## src/rtl/id_exe_stage.sv

```systemverilog
// ID->EXE pipeline register with freeze/flush/bubble handling, the NZCV status
// register, and saturating debug counters for bubbles and flushes.
module id_exe_stage #(
  parameter int DW    = 32,
  parameter int CNT_W = 16
) (
  input  logic             clk,
  input  logic             rst,
  input  logic             freeze,
  input  logic             flush,
  input  logic             hazard,
  input  logic             id_valid,
  input  logic [DW-1:0]    id_pc,
  input  logic [DW-1:0]    id_val_rn,
  input  logic [DW-1:0]    id_val_rm,
  input  logic             id_imm,
  input  logic [11:0]      id_shift_operand,
  input  logic [23:0]      id_signed_imm_24,
  input  logic [3:0]       id_dest,
  input  logic [3:0]       id_exe_cmd,
  input  logic             id_mem_read,
  input  logic             id_mem_write,
  input  logic             id_wb_en,
  input  logic             id_branch,
  input  logic             id_s,
  input  logic [3:0]       alu_status,
  input  logic             cnt_clr,
  output logic             exe_valid,
  output logic [DW-1:0]    exe_pc,
  output logic [DW-1:0]    exe_val_rn,
  output logic [DW-1:0]    exe_val_rm,
  output logic             exe_imm,
  output logic [11:0]      exe_shift_operand,
  output logic [23:0]      exe_signed_imm_24,
  output logic [3:0]       exe_dest,
  output logic [3:0]       exe_exe_cmd,
  output logic             exe_mem_read,
  output logic             exe_mem_write,
  output logic             exe_wb_en,
  output logic             exe_branch,
  output logic             exe_s,
  output logic [3:0]       sr,
  output logic [CNT_W-1:0] bubble_cnt,
  output logic [CNT_W-1:0] flush_cnt
);

  localparam logic [CNT_W-1:0] CNT_MAX = '1;
  localparam logic [CNT_W-1:0] CNT_ONE = CNT_W'(1);

  logic             r_valid;
  logic [DW-1:0]    r_pc, r_val_rn, r_val_rm;
  logic             r_imm;
  logic [11:0]      r_shift_operand;
  logic [23:0]      r_signed_imm_24;
  logic [3:0]       r_dest, r_exe_cmd;
  logic             r_mem_read, r_mem_write, r_wb_en, r_branch, r_s;
  logic [3:0]       r_sr;
  logic [CNT_W-1:0] r_bubble_cnt, r_flush_cnt;

  logic w_kill;
  logic w_ctrl_en;

  assign w_kill    = flush | hazard;
  // Controls only pass through for a real, unkilled instruction.
  assign w_ctrl_en = id_valid & ~w_kill;

  always_ff @(posedge clk or posedge rst) begin
    if (rst) begin
      r_valid         <= 1'b0;
      r_pc            <= '0;
      r_val_rn        <= '0;
      r_val_rm        <= '0;
      r_imm           <= 1'b0;
      r_shift_operand <= '0;
      r_signed_imm_24 <= '0;
      r_dest          <= '0;
      r_exe_cmd       <= '0;
      r_mem_read      <= 1'b0;
      r_mem_write     <= 1'b0;
      r_wb_en         <= 1'b0;
      r_branch        <= 1'b0;
      r_s             <= 1'b0;
    end else if (!freeze) begin
      r_valid         <= w_ctrl_en;
      r_pc            <= w_kill ? '0 : id_pc;
      r_val_rn        <= w_kill ? '0 : id_val_rn;
      r_val_rm        <= w_kill ? '0 : id_val_rm;
      r_imm           <= w_kill ? 1'b0 : id_imm;
      r_shift_operand <= w_kill ? '0 : id_shift_operand;
      r_signed_imm_24 <= w_kill ? '0 : id_signed_imm_24;
      r_dest          <= w_kill ? '0 : id_dest;
      r_exe_cmd       <= w_ctrl_en ? id_exe_cmd : '0;
      r_mem_read      <= w_ctrl_en & id_mem_read;
      r_mem_write     <= w_ctrl_en & id_mem_write;
      r_wb_en         <= w_ctrl_en & id_wb_en;
      r_branch        <= w_ctrl_en & id_branch;
      r_s             <= w_ctrl_en & id_s;
    end
  end

  // Flags follow the instruction currently in EXE, even on a flush edge.
  always_ff @(posedge clk or posedge rst) begin
    if (rst) begin
      r_sr <= '0;
    end else if (!freeze && r_valid && r_s) begin
      r_sr <= alu_status;
    end
  end

  always_ff @(posedge clk or posedge rst) begin
    if (rst) begin
      r_bubble_cnt <= '0;
      r_flush_cnt  <= '0;
    end else if (!freeze) begin
      if (cnt_clr) begin
        r_bubble_cnt <= '0;
        r_flush_cnt  <= '0;
      end else if (flush) begin
        if (r_flush_cnt != CNT_MAX) r_flush_cnt <= r_flush_cnt + CNT_ONE;
      end else if (hazard) begin
        if (r_bubble_cnt != CNT_MAX) r_bubble_cnt <= r_bubble_cnt + CNT_ONE;
      end
    end
  end

  assign exe_valid         = r_valid;
  assign exe_pc            = r_pc;
  assign exe_val_rn        = r_val_rn;
  assign exe_val_rm        = r_val_rm;
  assign exe_imm           = r_imm;
  assign exe_shift_operand = r_shift_operand;
  assign exe_signed_imm_24 = r_signed_imm_24;
  assign exe_dest          = r_dest;
  assign exe_exe_cmd       = r_exe_cmd;
  assign exe_mem_read      = r_mem_read;
  assign exe_mem_write     = r_mem_write;
  assign exe_wb_en         = r_wb_en;
  assign exe_branch        = r_branch;
  assign exe_s             = r_s;
  assign sr                = r_sr;
  assign bubble_cnt        = r_bubble_cnt;
  assign flush_cnt         = r_flush_cnt;

endmodule
```

## config.mk

```make
export PLATFORM = sky130hd
export DESIGN_NAME = id_exe_stage
export DESIGN_NICKNAME = d
export VERILOG_FILES = /design/src/rtl/id_exe_stage.sv
export SDC_FILE = /design/constraint.sdc
export NUM_CORES = 1
export LEC_CHECK = 0
export BUFFER_PORTS_ARGS = -buffer_cell sky130_fd_sc_hd__buf_2
export CORE_ASPECT_RATIO = 2
export CORE_UTILIZATION = 42
export DETAILED_ROUTE_END_ITERATION = 8
export PLACE_DENSITY = 0.76
export SETUP_SLACK_MARGIN = 0.5
export SYNTH_ARGS = -nofsm -noshare
export SYNTH_HDL_FRONTEND = slang
export SYNTH_SLANG_ARGS = --single-unit
```

## constraint.sdc

```tcl
create_clock -name clk -period 5.4 [get_ports clk]
set_input_delay 0.54 -clock clk [delete_from_list [all_inputs] [get_ports clk]]
set_output_delay 0.54 -clock clk [all_outputs]
set_load 0.02 [all_outputs]
```

==> Word-level counts from Yosys, hierarchy flattened <==
Index checks and enable logic that the tools add are counted.
{ "totals": {"reg_bits": 183, "latch_bits": 0, "mem_bits_rw": 0, "rom_bits": 0, "in_bits": 157, "out_inout_bits": 183, "mem_count": 0} }
{ "op_classes": {"n_addsub": 2, "multipliers": 0, "n_div": 0, "order_cmp": 0, "eq_ne": 3, "shift": 0, "n_mux": 15, "n_bitwise": 9, "reduce_logical": 9} }
{ "ops": {"columns": ["cell", "count"], "rows": [
  ["$mux 16", 7],
  ["$mux 32", 3],
  ["$add 16x1->16 const B", 2],
  ["$ne 16x16->1 const B", 2],
  ["$mux 24", 1],
  ["$mux 12", 1],
  ["$mux 4", 2],
  ["$reduce_bool 2->1", 4],
  ["$and 1x1->1", 6],
  ["$reduce_and 4->1", 1],
  ["$reduce_and 3->1", 1],
  ["$logic_and 1x1->1", 2],
  ["$ne 2x1->1 const B", 1],
  ["$not 1->1", 2],
  ["$logic_not 1->1", 1],
  ["$mux 1", 1],
  ["$or 1x1->1", 1]
]} }

==> Depth between registers and ports, before layout <==
Gate-level depths: netlist (run 1).
{ "depth": {"ltp_word": 5, "depth_mapped": 8, "ltp_nobuf": 5} }

==> Worst setup path after synthesis (run 1) <==
Ideal clock, no wire load.
{ "synth_path": {"path_type": "reg2reg", "startpoint": "register r_flush_cnt[0] (netlist: flush_cnt[0])", "endpoint": "register r_flush_cnt[9] (netlist: flush_cnt[9])", "setup_ns": 0.126, "t_arrival_ns": 1.921, "required_ns": 5.274, "setup_slack_ns": 3.353, "path_stages_with_launch": 6, "path_buffers": 0, "path_cell_list": "dfrtp_1 ha_1 nand4_1 or4_4 and4_4 a221o_1"} }
{ "synth_via": {"elab_chain_cells": 4, "elab_cells_between_ends": 7} }
{ "synth_lines": {"columns": ["item", "line_no", "text"], "rows": [
  ["start, declared", "58", "logic [CNT_W-1:0] r_bubble_cnt, r_flush_cnt;"],
  ["start signal, assigned", "119", "if (r_flush_cnt != CNT_MAX) r_flush_cnt <= r_flush_cnt + CNT_ONE;"],
  ["$add 16x1->16", "119", null],
  ["$mux 16", "119", null],
  ["$mux 16", "118", "end else if (flush) begin"],
  ["$mux 16", "115", "if (cnt_clr) begin"]
]} }
Several ways; a longest one is shown, not always the timed one. The select of a mux whose other input is x is not followed.
A chain may end at the register's enable or synchronous reset.

==> Final worst setup path (run 1) <==
{ "layout_path": {"startpoint": "input freeze", "endpoint": "register r_sr[0] (netlist: sr[0])"} }
{ "layout_via": {"elab_chain_cells": 3} }
{ "layout_lines": {"columns": ["item", "line_no", "text"], "rows": [
  ["start, declared", "9", "input logic freeze,"],
  ["$logic_not 1->1", null, null],
  ["$logic_and 1x1->1 (2 in a row)", "105", "end else if (!freeze && r_valid && r_s) begin"],
  ["end signal, assigned", "106", "r_sr <= alu_status;"],
  ["end, declared", "57", "logic [3:0] r_sr;"]
]} }
Every way passes these cells.

==> metrics, run 1 <==
status=finished, final reports clean; via/cell ratio=5.67; most frequent cell after synthesis=dfrtp_1; unrepaired setup endpoints after global routing=false; Lkg Pwr=5.28 nW; flops & latches, synth=183; worst hold path class=primary input to flop; initial antenna violation count=2; CP dominant cell by count=buf_4; Fin. Hold Viols=0; CP Data Required Time=5.70 ns; Nets=1,061; synthesized instance count=589; period utilization=45.1%; Inserted Clock Buffers=17; Synth top cells by count=183 x dfrtp_1, 146 x a22o_1, 42 x clkbuf_1; mean routed wirelength per cell=18.8 um; drt first pass iters=5; Slew @ Worst Pin=1.08 ns; maximum vdd ir drop=195 uV; Synth area leaders=dfrtp_1 62%, a22o_1 17%, clkbuf_1 2.1%, nand3_1 1.8%, nand2_1 1.7%; FP Rows=68; synthesized area=0.00741 sq mm; Die X=95.9 um; CP max-delay cell=buf_4; postcts setup bufs=0; max_slew headroom=28.3%; Synth cell types=49; core area=0.0173 sq mm; Main synth FF type=dfrtp_1; cell taking the most area after synthesis=dfrtp_1; setup violators final=0; CTS Buffer Depth=2; largest net degree at the start of global routing=184; Mean Syn Cell Area=12.6 sq um; highest clock rate=0.411 GHz; first-pass GRT wire length=32.9 mm; CTS tree=built; Syn Nets=748; area of the die=0.0182 sq mm; Max Slew Vio Count=0; setup_tns=0 ns; Die H=190 um; CP arrival=2.74 ns; Initial Util=42.9%; MaxCap Viol Count=0; # H-tree levels=4; RePlAce Congestion=0.836; PortBufs=339; vias=6,386; clk_lat worst skew=0.42 ns; top-area cell type share of the netlist area=61.8%; Crit. End Element=flop; Power per Cell Area=321 mW/mm^2; I/O pins=340; Post-synth EDFFs=0; critical path class=primary input to flop; Total Wirelength=21.2 mm; HPWL Detailed=14.6 mm; startpoint types=primary input; Root Driver=clkbuf_16; DRC viols=0; post-layout util=56.8%; crit-path cells=buf_4, buf_4, nand3b_1, mux2_2; DRT antenna net count=0; gr usage total=23.8%; min cycle time layout=2.43 ns; clk slew on worst S/H paths=0.07 ns; number of global-route vias before repair=6,297; CTS Sinks=183; share of layout cells above drive strength 1=42.0%; critical-path maximum fanout=105; Overflow after GRT=0; slowest stage delay, CP=0.88 ns; Clock Skews=0.00739 ns; synthesis-to-finish area growth=32.4%; asr flop ratio synth=100%; DRT iter0 DRCs=333; post-cts resize count=0; synth warn=0; hold_buf cts=0; share of the yosys chip area belonging to registers=61.8%
-- layout by cell type (no fill, tap or decap), types with 3 or more instances in the layout --
master and instances:
clkinvlp_4 4, a311o_1 8, a22o_1 146, or4_1 7, or3_1 4, o21ai_0 3, and2_1 4, clkbuf_8 5
buf_4 4, nor2_1 12, o311ai_1 8, and3_1 6, mux2_2 4, o311ai_0 7, inv_1 11, a32oi_1 3
dfrtp_1 183, clkbuf_16 17, nand4_1 11, nand3_1 27, o211ai_1 9, nor4_1 6, nor3_1 4, and4_1 6
buf_2 338, nand2_1 33
-- through the flow --
stage | instances | cell area (sq um) | setup slack (ns) | power, mW | hold slack [ns]
floorplan | 589 | 7410 | 2.51 | 1.79 | 0.618
global placement | 1093 | 9240 | 2.45 | 1.98 | 0.484
global route | 1125 | 9800 | 2.75 | 3.29 | 0.311
CTS | 1125 | 9800 | 2.89 | 3.19 | 0.307
detailed placement | 1093 | 9240 | 2.43 | 1.99 | 0.488
finish | 1127 | 9810 | 2.97 | 3.15 | 0.324
-- worst max-delay path: cells and delay by family --
family                 cells  cell delay [ns]
and+or+nand+nor            1             0.30
muxes                      1             0.35
buffers and inverters      2             1.49
-- kinds of logic after synthesis --
kind of cell	after synthesis	share of synthesized area (%)
adders and majority gates	2	0.338
muxes	5	0.743
DFF	183	61.8
AOI/OAI and AO/OA	202	23.6
and+or+nand+nor	136	10.3
buffers and inverters	61	3.14
-- layout make-up --
class / instances / area [sq um]
Antenna cell: 2 / 5.00
Clock inverter: 8 / 62.6
Tap cell: 210 / 263
Clock buffer: 24 / 502
Timing Repair Buffer: 343 / 1740
Fill cell: 1491 / 7460
Sequential cell: 183 / 4580
Multi-Input combinational cell: 345 / 2610
Inverter: 12 / 48.8
-- worst paths after layout --
path	startpoint	endpoint	slack (ns)	depth (start not counted)
min reg2reg	exe_signed_imm_24[17]	exe_signed_imm_24[17]	0.50	1
max in group asynchronous	rst	exe_pc[24]	4.28	3
max reg2reg	flush_cnt[0]	flush_cnt[2]	3.21	5
min in group asynchronous	rst	exe_val_rm[27]	0.42	3
min	id_val_rn[0]	exe_val_rn[0]	0.32	2
max	freeze	sr[0]	2.97	4
-- registers in the layout (all words and copies together) (netlist names), 4 cells and up --
register,cells
bubble_cnt,16
exe_dest,4
exe_exe_cmd,4
exe_pc,32
exe_shift_operand,12
exe_signed_imm_24,24
exe_val_rm,32
exe_val_rn,32
flush_cnt,16
sr,4
-- where the power goes --
| group | total (mW) | switching [mW] | internal (mW) |
|---|---|---|---|
| Clock | 1.19 | 0.532 | 0.656 |
| Combinational | 0.442 | 0.269 | 0.173 |
| Sequential | 1.52 | 0.0712 | 1.45 |
-- metal layers --
metal | share of wire (%) | track usage, % | up-vias
met5 | 0 | 0 | -
met4 | 3.5 | 11.5 | 0
met3 | 5.5 | 4.64 | 47
met2 | 52 | 40.4 | 273
met1 | 39 | 28.4 | 3137
li1 | - | - | 2929
(Power assumes the default switching activity.)
==> run 2, diff against run 1 <==
==> constraint.sdc (replaced) <==
create_clock -name clk -period 2 [get_ports clk]
set_input_delay 0.2 -clock clk [delete_from_list [all_inputs] [get_ports clk]]
set_output_delay 0.2 -clock clk [all_outputs]
set_load 0.02 [all_outputs]
==> run 2 against run 1 <==
- core utilization is 12 points higher
- register-to-register slack worse by 3.1 ns
- design area is 22% higher
- clock-buffer cell count is 5 lower
- sequential cell count stayed put
- largest power group unchanged
- first-iteration DRC count is 51% higher
==> metrics, run 2 (synthesis results as in run 1) <==
# H-tree levels=4; I/O pins=340; critical path class=flop to flop; CP arrival=2.17 ns; status=finished, final reports clean; mean routed wirelength per cell=20.6 um; PortBufs=339; CTS tree=built; Nets=1,253; first-pass GRT wire length=40.4 mm; share of layout cells above drive strength 1=44.1%; DRT iter0 DRCs=503; synthesis-to-finish area growth=61.0%; Root Driver=clkbuf_16; clk slew on worst S/H paths=0.07 ns; Die H=190 um; Fin. Hold Viols=0; setup ws final=0.128 ns; period utilization=93.6%; reg2reg path depth=5; vias=7,598; Overflow after GRT=0; Lkg Pwr=6.21 nW; hold depth=2; Fillers=1,177; Placed Cells=1,122; post-layout util=69.1%; drt first pass iters=7; R2R setup slack=0.13 ns; Total Wirelength=27.0 mm; HPWL Detailed=15.7 mm; RePlAce Congestion=0.902; commonest non-fill, non-tap cell in the layout=buf_2; most frequent cells in the layout=337 x buf_2, 171 x dfrtp_1, 146 x a22o_1; area of the die=0.0182 sq mm; startpoint types=flop; Slew @ Worst Pin=0.869 ns; number of global-route vias before repair=7,724; largest net degree at the start of global routing=69; FF-to-FF End=flush_cnt[9]; Power per Cell Area=761 mW/mm^2; Crit. End Element=flop; CP Data Required Time=2.30 ns; hold_sp=id_pc[11]; Max Slew Vio Count=0; Initial Util=42.9%; MaxCap Viol Count=0; gr usage total=29.4%; Hold Path End=exe_pc[11]; DRC viols=0; max_slew headroom=42.0%; min cycle time layout=1.87 ns; highest clock rate=0.534 GHz; critical-path maximum fanout=4; unrepaired setup endpoints after global routing=true; worst hold path class=primary input to flop; initial antenna violation count=0; DRT antenna net count=0; maximum vdd ir drop=524 uV; CTS Sinks=183; Clock Skews=0.00937 ns; Post-Layout Cell Count=1,315; FP Rows=68; Die X=95.9 um; Inserted Clock Buffers=17; via/cell ratio=5.78; setup_tns=0 ns; Place WS=0.0683 ns; ANT cells=0; setup violators final=0; total power=9.08 mW; clk_lat worst skew=0.42 ns; core area=0.0173 sq mm; Reg-to-Reg Start=flush_cnt[0]; CTS Buffer Depth=2
-- run 2: worst max-delay path by stage --
stage,from,endpoint,slack (ns),cells past startpoint
after floorplan,rst,bubble_cnt[0],-0.55,1
after global placement,flush_cnt[0],flush_cnt[9],0.15,5
after detailed placement,flush_cnt[0],flush_cnt[9],0.07,5
after CTS,flush_cnt[1],flush_cnt[9],0.17,5
after global routing,flush_cnt[0],flush_cnt[9],0.11,5
final,flush_cnt[0],flush_cnt[9],0.13,5
-- run 2: metal layers --
metal	track usage, %	vias to the layer above	share of wire (%)	wire length (um)
met2	51.1	429	53	14400
met5	0	-	0	0
met3	6.31	96	6.3	1700
met4	15.6	0	4.7	1280
met1	32.7	3756	36	9690
li1	-	3317	-	-
-- run 2: power breakdown --
part | total (mW) | internal [mW] | leakage (nW) | switching (mW)
sequential | 4.13 | 3.93 | 2.46 | 0.204
combinational | 1.64 | 0.760 | 3.48 | 0.877
clock | 3.32 | 1.87 | 0.276 | 1.45
total | 9.08 | 6.56 | 6.21 | 2.53
-- run 2: cell type report --
type / instances / area (sq um) / area share [%]
sequential: 183 / 4590 / 38.5
clock inverter: 11 / 125 / 1.05
clock buffer: 19 / 443 / 3.71
inverter: 12 / 48.8 / 0.409
tap: 210 / 263 / 2.20
timing repair buffer: 535 / 3590 / 30.1
multi-input combinational: 345 / 2870 / 24.0
-- run 2: timing repair --
item | CTS | global route
hold buffers | 132 | 0
gates cloned | 1 | 0
setup buffers | 15 | 15
hold endpoints to repair | 145 | 0
setup endpoints to repair | 32 | 33
pin swaps | 25 | 26
resized for setup | 40 | 37
-- run 2: worst max-delay path: stages, from the launching register on --
cell and delay (ns):
dfrtp_1 0.41, ha_4 0.16, nand4_1 0.16, or4_4 0.57
and4_4 0.17, a221o_1 0.29
-- run 2: stage by stage --
stage / hold WS, ns / instance area [sq um]
6_report: 0.0162 / 11900
5_1_grt: 0.00512 / 11900
4_1_cts: 0.00256 / 11700
3_5_place_dp: 0.278 / 9500
3_3_place_gp: 0.275 / 9500
2_1_floorplan: 0.329 / 7420
